### src/rtl/mem_arbiter_pkg.sv
// mem_arb_pkg: shared arbiter state/grant encodings and counter sizing helper.
package mem_arb_pkg;
  typedef enum logic [2:0] {IDLE, BUSY_I, BUSY_D, DONE_I, DONE_D} arb_state_t;
  typedef enum logic {GNT_I, GNT_D} arb_gnt_t;
  function automatic int cnt_w(input int n);
    return n > 0 ? $clog2(n + 1) : 1;
  endfunction
endpackage

### src/rtl/mem_arbiter.sv
// mem_arbiter: shares one req/ack memory port between fetch and data, data first
// with a fetch starvation guard and a watchdog that ends hung accesses.
module mem_arbiter
  import mem_arb_pkg::*;
#(
  parameter int ADDRESS_WIDTH = 32,
  parameter int DATA_WIDTH = 32,
  parameter int STARVE_LIMIT = 4,
  parameter int TIMEOUT = 255
) (
  input  logic                     clk,
  input  logic                     rst_n,
  input  logic                     if_req_i,
  input  logic [ADDRESS_WIDTH-1:0] if_addr_i,
  output logic [DATA_WIDTH-1:0]    if_rdata_o,
  output logic                     if_ready_o,
  input  logic                     d_req_i,
  input  logic                     d_we_i,
  input  logic [ADDRESS_WIDTH-1:0] d_addr_i,
  input  logic [DATA_WIDTH-1:0]    d_wdata_i,
  output logic [DATA_WIDTH-1:0]    d_rdata_o,
  output logic                     d_ready_o,
  output logic                     stall_if_o,
  output logic                     stall_d_o,
  output logic                     bus_err_o,
  output logic                     mem_req_o,
  output logic                     mem_we_o,
  output logic [ADDRESS_WIDTH-1:0] mem_addr_o,
  output logic [DATA_WIDTH-1:0]    mem_wdata_o,
  input  logic [DATA_WIDTH-1:0]    mem_rdata_i,
  input  logic                     mem_ack_i
);
  localparam int SW = cnt_w(STARVE_LIMIT);
  localparam int WW = cnt_w(TIMEOUT);
  arb_state_t state_q, state_d;
  arb_gnt_t gnt;
  logic [SW-1:0] streak_q, streak_d;
  logic [WW-1:0] wd_q, wd_d;
  logic mem_req_q, mem_req_d, mem_we_q, mem_we_d, err_q, err_d;
  logic [ADDRESS_WIDTH-1:0] mem_addr_q, mem_addr_d;
  logic [DATA_WIDTH-1:0] mem_wdata_q, mem_wdata_d, if_rdata_q, if_rdata_d, d_rdata_q, d_rdata_d;
  logic starve, expired;
  assign starve = if_req_i && (streak_q == SW'(STARVE_LIMIT));
  assign gnt = d_req_i && !starve ? GNT_D : GNT_I;
  // An ack in the expiry cycle wins, so expiry is only acted on without ack.
  assign expired = (TIMEOUT != 0) && (wd_q == WW'(TIMEOUT - 1));
  always_comb begin
    state_d = state_q;
    streak_d = streak_q;
    wd_d = wd_q;
    mem_req_d = mem_req_q;
    mem_we_d = mem_we_q;
    mem_addr_d = mem_addr_q;
    mem_wdata_d = mem_wdata_q;
    if_rdata_d = if_rdata_q;
    d_rdata_d = d_rdata_q;
    err_d = 1'b0;
    unique case (state_q)
      IDLE: if (if_req_i || d_req_i) begin
        state_d = gnt == GNT_D ? BUSY_D : BUSY_I;
        mem_req_d = 1'b1;
        mem_we_d = gnt == GNT_D && d_we_i;
        mem_addr_d = gnt == GNT_D ? d_addr_i : if_addr_i;
        mem_wdata_d = gnt == GNT_D ? d_wdata_i : mem_wdata_q;
        streak_d = gnt == GNT_I || !if_req_i ? '0 : streak_q == SW'(STARVE_LIMIT) ? streak_q : streak_q + SW'(1);
        wd_d = '0;
      end
      BUSY_I, BUSY_D: if (mem_ack_i || expired) begin
        state_d = state_q == BUSY_I ? DONE_I : DONE_D;
        mem_req_d = 1'b0;
        err_d = !mem_ack_i;
        if (state_q == BUSY_I) if_rdata_d = mem_ack_i ? mem_rdata_i : '0;
        else if (!mem_ack_i || !mem_we_q) d_rdata_d = mem_ack_i ? mem_rdata_i : '0;
      end else begin
        wd_d = wd_q + WW'(1);
      end
      default: state_d = IDLE;
    endcase
  end
  always_ff @(posedge clk or negedge rst_n) begin
    if (!rst_n) begin
      state_q <= IDLE;
      streak_q <= '0;
      wd_q <= '0;
      mem_req_q <= 1'b0;
      mem_we_q <= 1'b0;
      mem_addr_q <= '0;
      mem_wdata_q <= '0;
      if_rdata_q <= '0;
      d_rdata_q <= '0;
      err_q <= 1'b0;
    end else begin
      state_q <= state_d;
      streak_q <= streak_d;
      wd_q <= wd_d;
      mem_req_q <= mem_req_d;
      mem_we_q <= mem_we_d;
      mem_addr_q <= mem_addr_d;
      mem_wdata_q <= mem_wdata_d;
      if_rdata_q <= if_rdata_d;
      d_rdata_q <= d_rdata_d;
      err_q <= err_d;
    end
  end
  assign if_ready_o = state_q == DONE_I;
  assign d_ready_o = state_q == DONE_D;
  assign stall_if_o = if_req_i && !if_ready_o;
  assign stall_d_o = d_req_i && !d_ready_o;
  assign bus_err_o = err_q;
  assign mem_req_o = mem_req_q;
  assign mem_we_o = mem_we_q;
  assign mem_addr_o = mem_addr_q;
  assign mem_wdata_o = mem_wdata_q;
  assign if_rdata_o = if_rdata_q;
  assign d_rdata_o = d_rdata_q;
endmodule

### config.mk
export PLATFORM = sky130hd
export DESIGN_NAME = mem_arbiter
export DESIGN_NICKNAME = d
export VERILOG_FILES = /design/src/rtl/mem_arbiter_pkg.sv /design/src/rtl/mem_arbiter.sv
export SDC_FILE = /design/constraint.sdc
export NUM_CORES = 1
export LEC_CHECK = 0
export CAP_MARGIN = 40
export CORE_UTILIZATION = 42
export DETAILED_ROUTE_END_ITERATION = 8
export GPL_TIMING_DRIVEN = 0
export PLACE_DENSITY = 0.85
export SLEW_MARGIN = 20
export SYNTH_ARGS = -nofsm -noshare
export SYNTH_HDL_FRONTEND = slang
export SYNTH_SLANG_ARGS = --single-unit
### constraint.sdc
create_clock -name clk -period 2.1 [get_ports clk]
set_input_delay 0.42 -clock clk [delete_from_list [all_inputs] [get_ports clk]]
set_output_delay 0.42 -clock clk [all_outputs]
set_load 0.03 [all_outputs]
== Yosys cells after proc, flatten, opt, wreduce, memory -nomap -nowiden ==
Index checks and enable logic that the tools add are counted.

* Register bits after elaboration: 145
* Input bits: 134
* Output and inout bits: 135
* Word-level logic and storage cells: 68

* Add/sub/neg operators: 2
* Equality and inequality tests: 10
* Multiplexer cells: 18
* Bitwise gates (word level): 2
* Reduce and logical (&&, ||, !) cells: 26

{| class="wikitable"
|+ Operator list
! operator !! number
|-
| 32-bit two-way mux || 2
|-
| 8-bit two-way mux || 2
|-
| 8-bit one-hot mux with 2 select lines || 1
|-
| 3-bit two-way mux || 5
|-
| 3-bit AND reduction || 5
|-
| 8-bit by 1-bit adder with 8-bit output, second input constant || 1
|-
| 8-bit equality test, second input constant || 1
|-
| 3-bit by 2-bit equality test with 1-bit output, second input constant || 2
|-
| 3-bit equality test, second input constant || 2
|-
| 1-bit logical NOT || 6
|-
| 2-bit != test, second input constant || 3
|-
| 3-bit one-hot mux with 2 select lines || 1
|-
| 1-bit logical AND || 5
|-
| 1-bit two-way mux || 5
|-
| 1-bit logical OR || 4
|-
| 2-bit AND reduction || 2
|-
| 4-bit AND reduction || 1
|-
| 3-bit by 1-bit adder with 3-bit output, second input constant || 1
|-
| 3-bit by 1-bit equality test with 1-bit output, second input constant || 1
|-
| 3-bit logical NOT || 1
|-
| 2-bit two-way mux || 1
|-
| 2-bit by 1-bit != test with 1-bit output, second input constant || 1
|-
| 1-bit inverter || 2
|-
| 1-bit one-hot mux with 2 select lines || 1
|-
| 2 further kinds || 2
|}

== Depth between registers and ports, before layout ==
Gate-level depths: netlist of run 1.

* Word-level depth: 9
* Depth in mapped cells: 8
* Gate-level depth less buffers: 6

== Worst setup path before layout of run 1 ==
OpenSTA, ideal clock, no wires.

* Kind: register to output
* Start: reg state_q[2]
* End: out stall_if_o
* Data arrival time: 1.381 ns
* Required time: 1.680 ns
* Slack: 0.299 ns
* Stages on the path, launching flop included: 4
* Path buffers: 1
* Cell sequence: dfrtp_1 clkbuf_1 and3b_1 nor2b_1

* Cells in the longest elaborated chain, start to end: 3

{| class="wikitable"
|+ RTL lines
! element !! RTL line !! RTL
|-
| from (decl) || mem_arbiter.sv:35 || <nowiki>arb_state_t state_q, state_d;</nowiki>
|-
| from (signal assigned) || mem_arbiter.sv:93 || <nowiki>state_q <= state_d;</nowiki>
|-
| 3-bit by 2-bit equality test with 1-bit output || mem_arbiter.sv:105 || <nowiki>assign if_ready_o = state_q == DONE_I;</nowiki>
|-
| named net if_ready_o || mem_arbiter.sv:16 || <nowiki>output logic if_ready_o,</nowiki>
|-
| 1-bit logical NOT || mem_arbiter.sv:107 || <nowiki>assign stall_if_o = if_req_i && !if_ready_o;</nowiki>
|-
| 1-bit logical AND || mem_arbiter.sv:107 ||
|-
| to (decl) || mem_arbiter.sv:23 || <nowiki>output logic stall_if_o,</nowiki>
|}

The timed path passes the listed nets, and every way through them passes these cells.

== Final worst setup path of run 1 ==
* Start: reg mem_we_q, in the netlist mem_we_o
* End: out mem_we_o

{| class="wikitable"
|+ RTL lines
! element !! RTL line !! RTL
|-
| from (decl) || mem_arbiter.sv:39 || <nowiki>logic mem_req_q, mem_req_d, mem_we_q, mem_we_d, err_q, err_d;</nowiki>
|-
| from (signal assigned) || mem_arbiter.sv:97 || <nowiki>mem_we_q <= mem_we_d;</nowiki>
|-
| to (decl) || mem_arbiter.sv:27 || <nowiki>output logic mem_we_o,</nowiki>
|}

No word-level cell between the ends.

==> results.json, run 1 <==
{
  "area_growth_pct": 61.2,
  "clk_pin_slew_ns": 0.06,
  "drt_iter0_drc": 216,
  "arrival_ns": 1.61,
  "relSlewSlack": 0.664,
  "slew_viol_final": 0,
  "vias_per_cell": 5.27,
  "firstDrtPassIters": 4,
  "critPathMaxFanout": 4,
  "pin_count": 269,
  "fmax_mhz": 493,
  "total_power_uw": 16600,
  "critical_path.cell_chain": "clkdlybuf4s50_1",
  "yosysSeqAreaShare": 0.614,
  "synth_cells": 495,
  "dp_hpwl_um": 12700,
  "drc_errors": 0,
  "regToRegSetupSlack_ns": 0.18,
  "crit_path_start_kind": "flip-flop",
  "fp.dieH_um": 121,
  "crit_family": "buffers and inverters",
  "netlist.area_leader.share": 0.614,
  "finalCoreUtilization": 0.708,
  "cp_slowest_stage_delay_ns": 0.74,
  "cts_buffers": 17,
  "synth.area.top_cells": "dfrtp_1 61%, a22o_1 9.6%, mux2_1 5.5%, nand2_1 4.6%, a31oi_1 3.7%",
  "first_global_vias": 5258,
  "min_period_ns": 2.03,
  "syn_area_um2": 5910,
  "ys_seq_elements": 145,
  "fin_nets": 922,
  "powerDensity_nw_per_um2": 1740,
  "cap_violations": 0,
  "htree_levels": 4,
  "cp.depth": 1,
  "setup_viol": 0,
  "synth_edf_count": 0,
  "num_vias": 5123,
  "antenna_found_initial": 0,
  "ys_warn_count": 0,
  "synth_commonest_cells": "145 x dfrtp_1, 73 x nand2_1, 65 x a22o_1, 38 x nor2_1, 35 x a31oi_1",
  "grt_usage": 0.240,
  "cts-root-buf": "clkbuf_16",
  "overflow": 0,
  "crit_buf_inv": 1,
  "grt_max_degree": 94,
  "synth_nets": 633,
  "cts_tree": "yes",
  "drive_above_1_share": 0.0903,
  "clock_path_buffers": 2,
  "postRouteAntennaNets": 0,
  "synthMostInstantiatedCell": "dfrtp_1",
  "diodes": 0,
  "grt_pass1_wl_um": 26800,
  "status": "completed",
  "hold_path_depth": 1,
  "worst_ir_drop_vdd_mv": 0.935,
  "cts_sinks": 145,
  "die_area_um2": 14500,
  "ff2ff_path_depth": 7,
  "rsz0062_at_grt": "true",
  "row_count": 42,
  "routed_wl_um": 17000,
  "syn_avg_cell_area_um2": 11.9,
  "p_leak_uw": 0.00413,
  "period_share": 0.966,
  "critPathCaptureType": "output port",
  "core_area_um2": 13500,
  "worstPathRequired_ns": 1.68,
  "cp_slowest_cell": "clkdlybuf4s50_1",
  "die_w_um": 121,
  "yosys.area.top_type": "dfrtp_1",
  "clk_latency_ns": 0.42,
  "place_congestion": 0.878,
  "port_buffers": 268,
  "num-fill-cells": 940,
  "wl_per_cell_um": 17.4,
  "yosysUniqueCellTypes": 45,
  "tightest_slew_ns": 0.497,
  "finalClockSkew_ns": 0.0102,
  "finalHoldViolations": 0,
  "hold_class": "reg2reg",
  "initial_core_util": 0.439,
  "critPathKind": "reg2out",
  "synth-main-ff-cell": "dfrtp_1",
  "async_flop_share": 1.00
}
[cell families after synthesis]
kind of cell | after synthesis | share of synthesized area
AOI/OAI and AO/OA | 123 | 0.161
xor gates and xnor gates | 1 | 0.00275
adders and majority gates | 4 | 0.00847
buffers and inverters | 41 | 0.0386
DFF | 145 | 0.614
muxes | 33 | 0.0627
and+or+nand+nor | 148 | 0.113
[per-stage QoR]
| step | cell area, µm² | hold WS (ns) | setup TNS [ns] | worst slack (ns) | instances |
|---|---|---|---|---|---|
| 6_report | 9520 | 0.484 | 0 | 0.0712 | 973 |
| 5_1_grt | 9520 | 0.494 | -0.00723 | -0.00384 | 973 |
| 3_3_place_gp | 8810 | 0.469 | -722.95 | -4.93 | 939 |
| 4_1_cts | 9520 | 0.488 | 0 | 0.0175 | 972 |
| 3_5_place_dp | 8840 | 0.354 | -14.12 | -0.281 | 940 |
| 2_1_floorplan | 5910 | 0.124 | 0 | 0.299 | 495 |
[layout make-up]
type                       count  area [µm²]  area share
buffer                        33         200      0.0210
clock buffer                  18         439      0.0461
clock inverter                14         225      0.0237
inverter                       7        26.3     0.00276
multi-input combinational    309        2050       0.215
sequential                   145        3630       0.381
tap                          176         220      0.0231
timing repair buffer         271        2730       0.287
[timing repair]
action | CTS | global route
resized for setup | 10 | 6
endpoints found under the hold margin | 52 | 0
hold buffers | 1 | 0
pin swaps | 0 | 1
endpoints found under the setup margin | 4 | 20
setup buffers | 0 | 1
[registers in the layout, indices dropped and copies added, names as in the netlist]
signal,cells
mem_wdata_o,32
bus_err_o,1
state_q,3
mem_we_o,1
streak_q,3
wd_q,8
mem_req_o,1
if_rdata_o,32
d_rdata_o,32
mem_addr_o,32
[routing by layer]
metal,global-route usage,routed length [µm],vias to the layer above,part of all wire
met4,0.0972,351,0,0.021
li1,-,-,2369,-
met2,0.415,8560,234,0.50
met3,0.0797,1430,28,0.084
met5,0,0,-,0
met1,0.272,6620,2492,0.39
[worst paths after layout]
kind	from	endpoint
min in group asynchronous	rst_n	if_rdata_o[4]$_DFFE_PN0P_
max reg2reg	wd_q[0]$_DFFE_PN0P_	if_rdata_o[19]$_DFFE_PN0P_
max in group asynchronous	rst_n	if_rdata_o[30]$_DFFE_PN0P_
min reg2reg	mem_wdata_o[3]$_DFFE_PN0P_	mem_wdata_o[3]$_DFFE_PN0P_
min	mem_wdata_o[3]$_DFFE_PN0P_	mem_wdata_o[3]$_DFFE_PN0P_
max	mem_we_o$_DFFE_PN0P_	mem_we_o
[power by group]
group	total, µW	switching [µW]	leakage [µW]	internal (µW)
clock network	3340	1180	0.000315	2160
registers	4920	800	0.00176	4120
logic	8310	4680	0.00206	3620
total	16600	6670	0.00413	9910
[cells in the final DEF (no fill, tap or decap), types with 5 or more instances in the layout]
cell type | synthesis | routed
dfrtp_1 | 145 | 144
buf_2 | 14 | 14
clkdlybuf4s50_1 | 0 | 263
bufinv_16 | 0 | 5
buf_6 | 7 | 7
clkbuf_1 | 12 | 9
o21ai_0 | 5 | 5
a22o_1 | 65 | 65
clkbuf_16 | 0 | 17
nand3_1 | 8 | 8
nor2_1 | 38 | 38
a31oi_1 | 35 | 35
mux2_1 | 29 | 29
inv_1 | 7 | 7
inv_6 | 0 | 5
nand2_1 | 73 | 73
No activity file was read; power rests on OpenSTA's default activity.
==> inputs of run 2 (changes only) <==
- GPL_ROUTABILITY_DRIVEN: not set -> 0
==> results of run 2 <==
The final DEF is identical to that of run 1; final timing and power are the same.
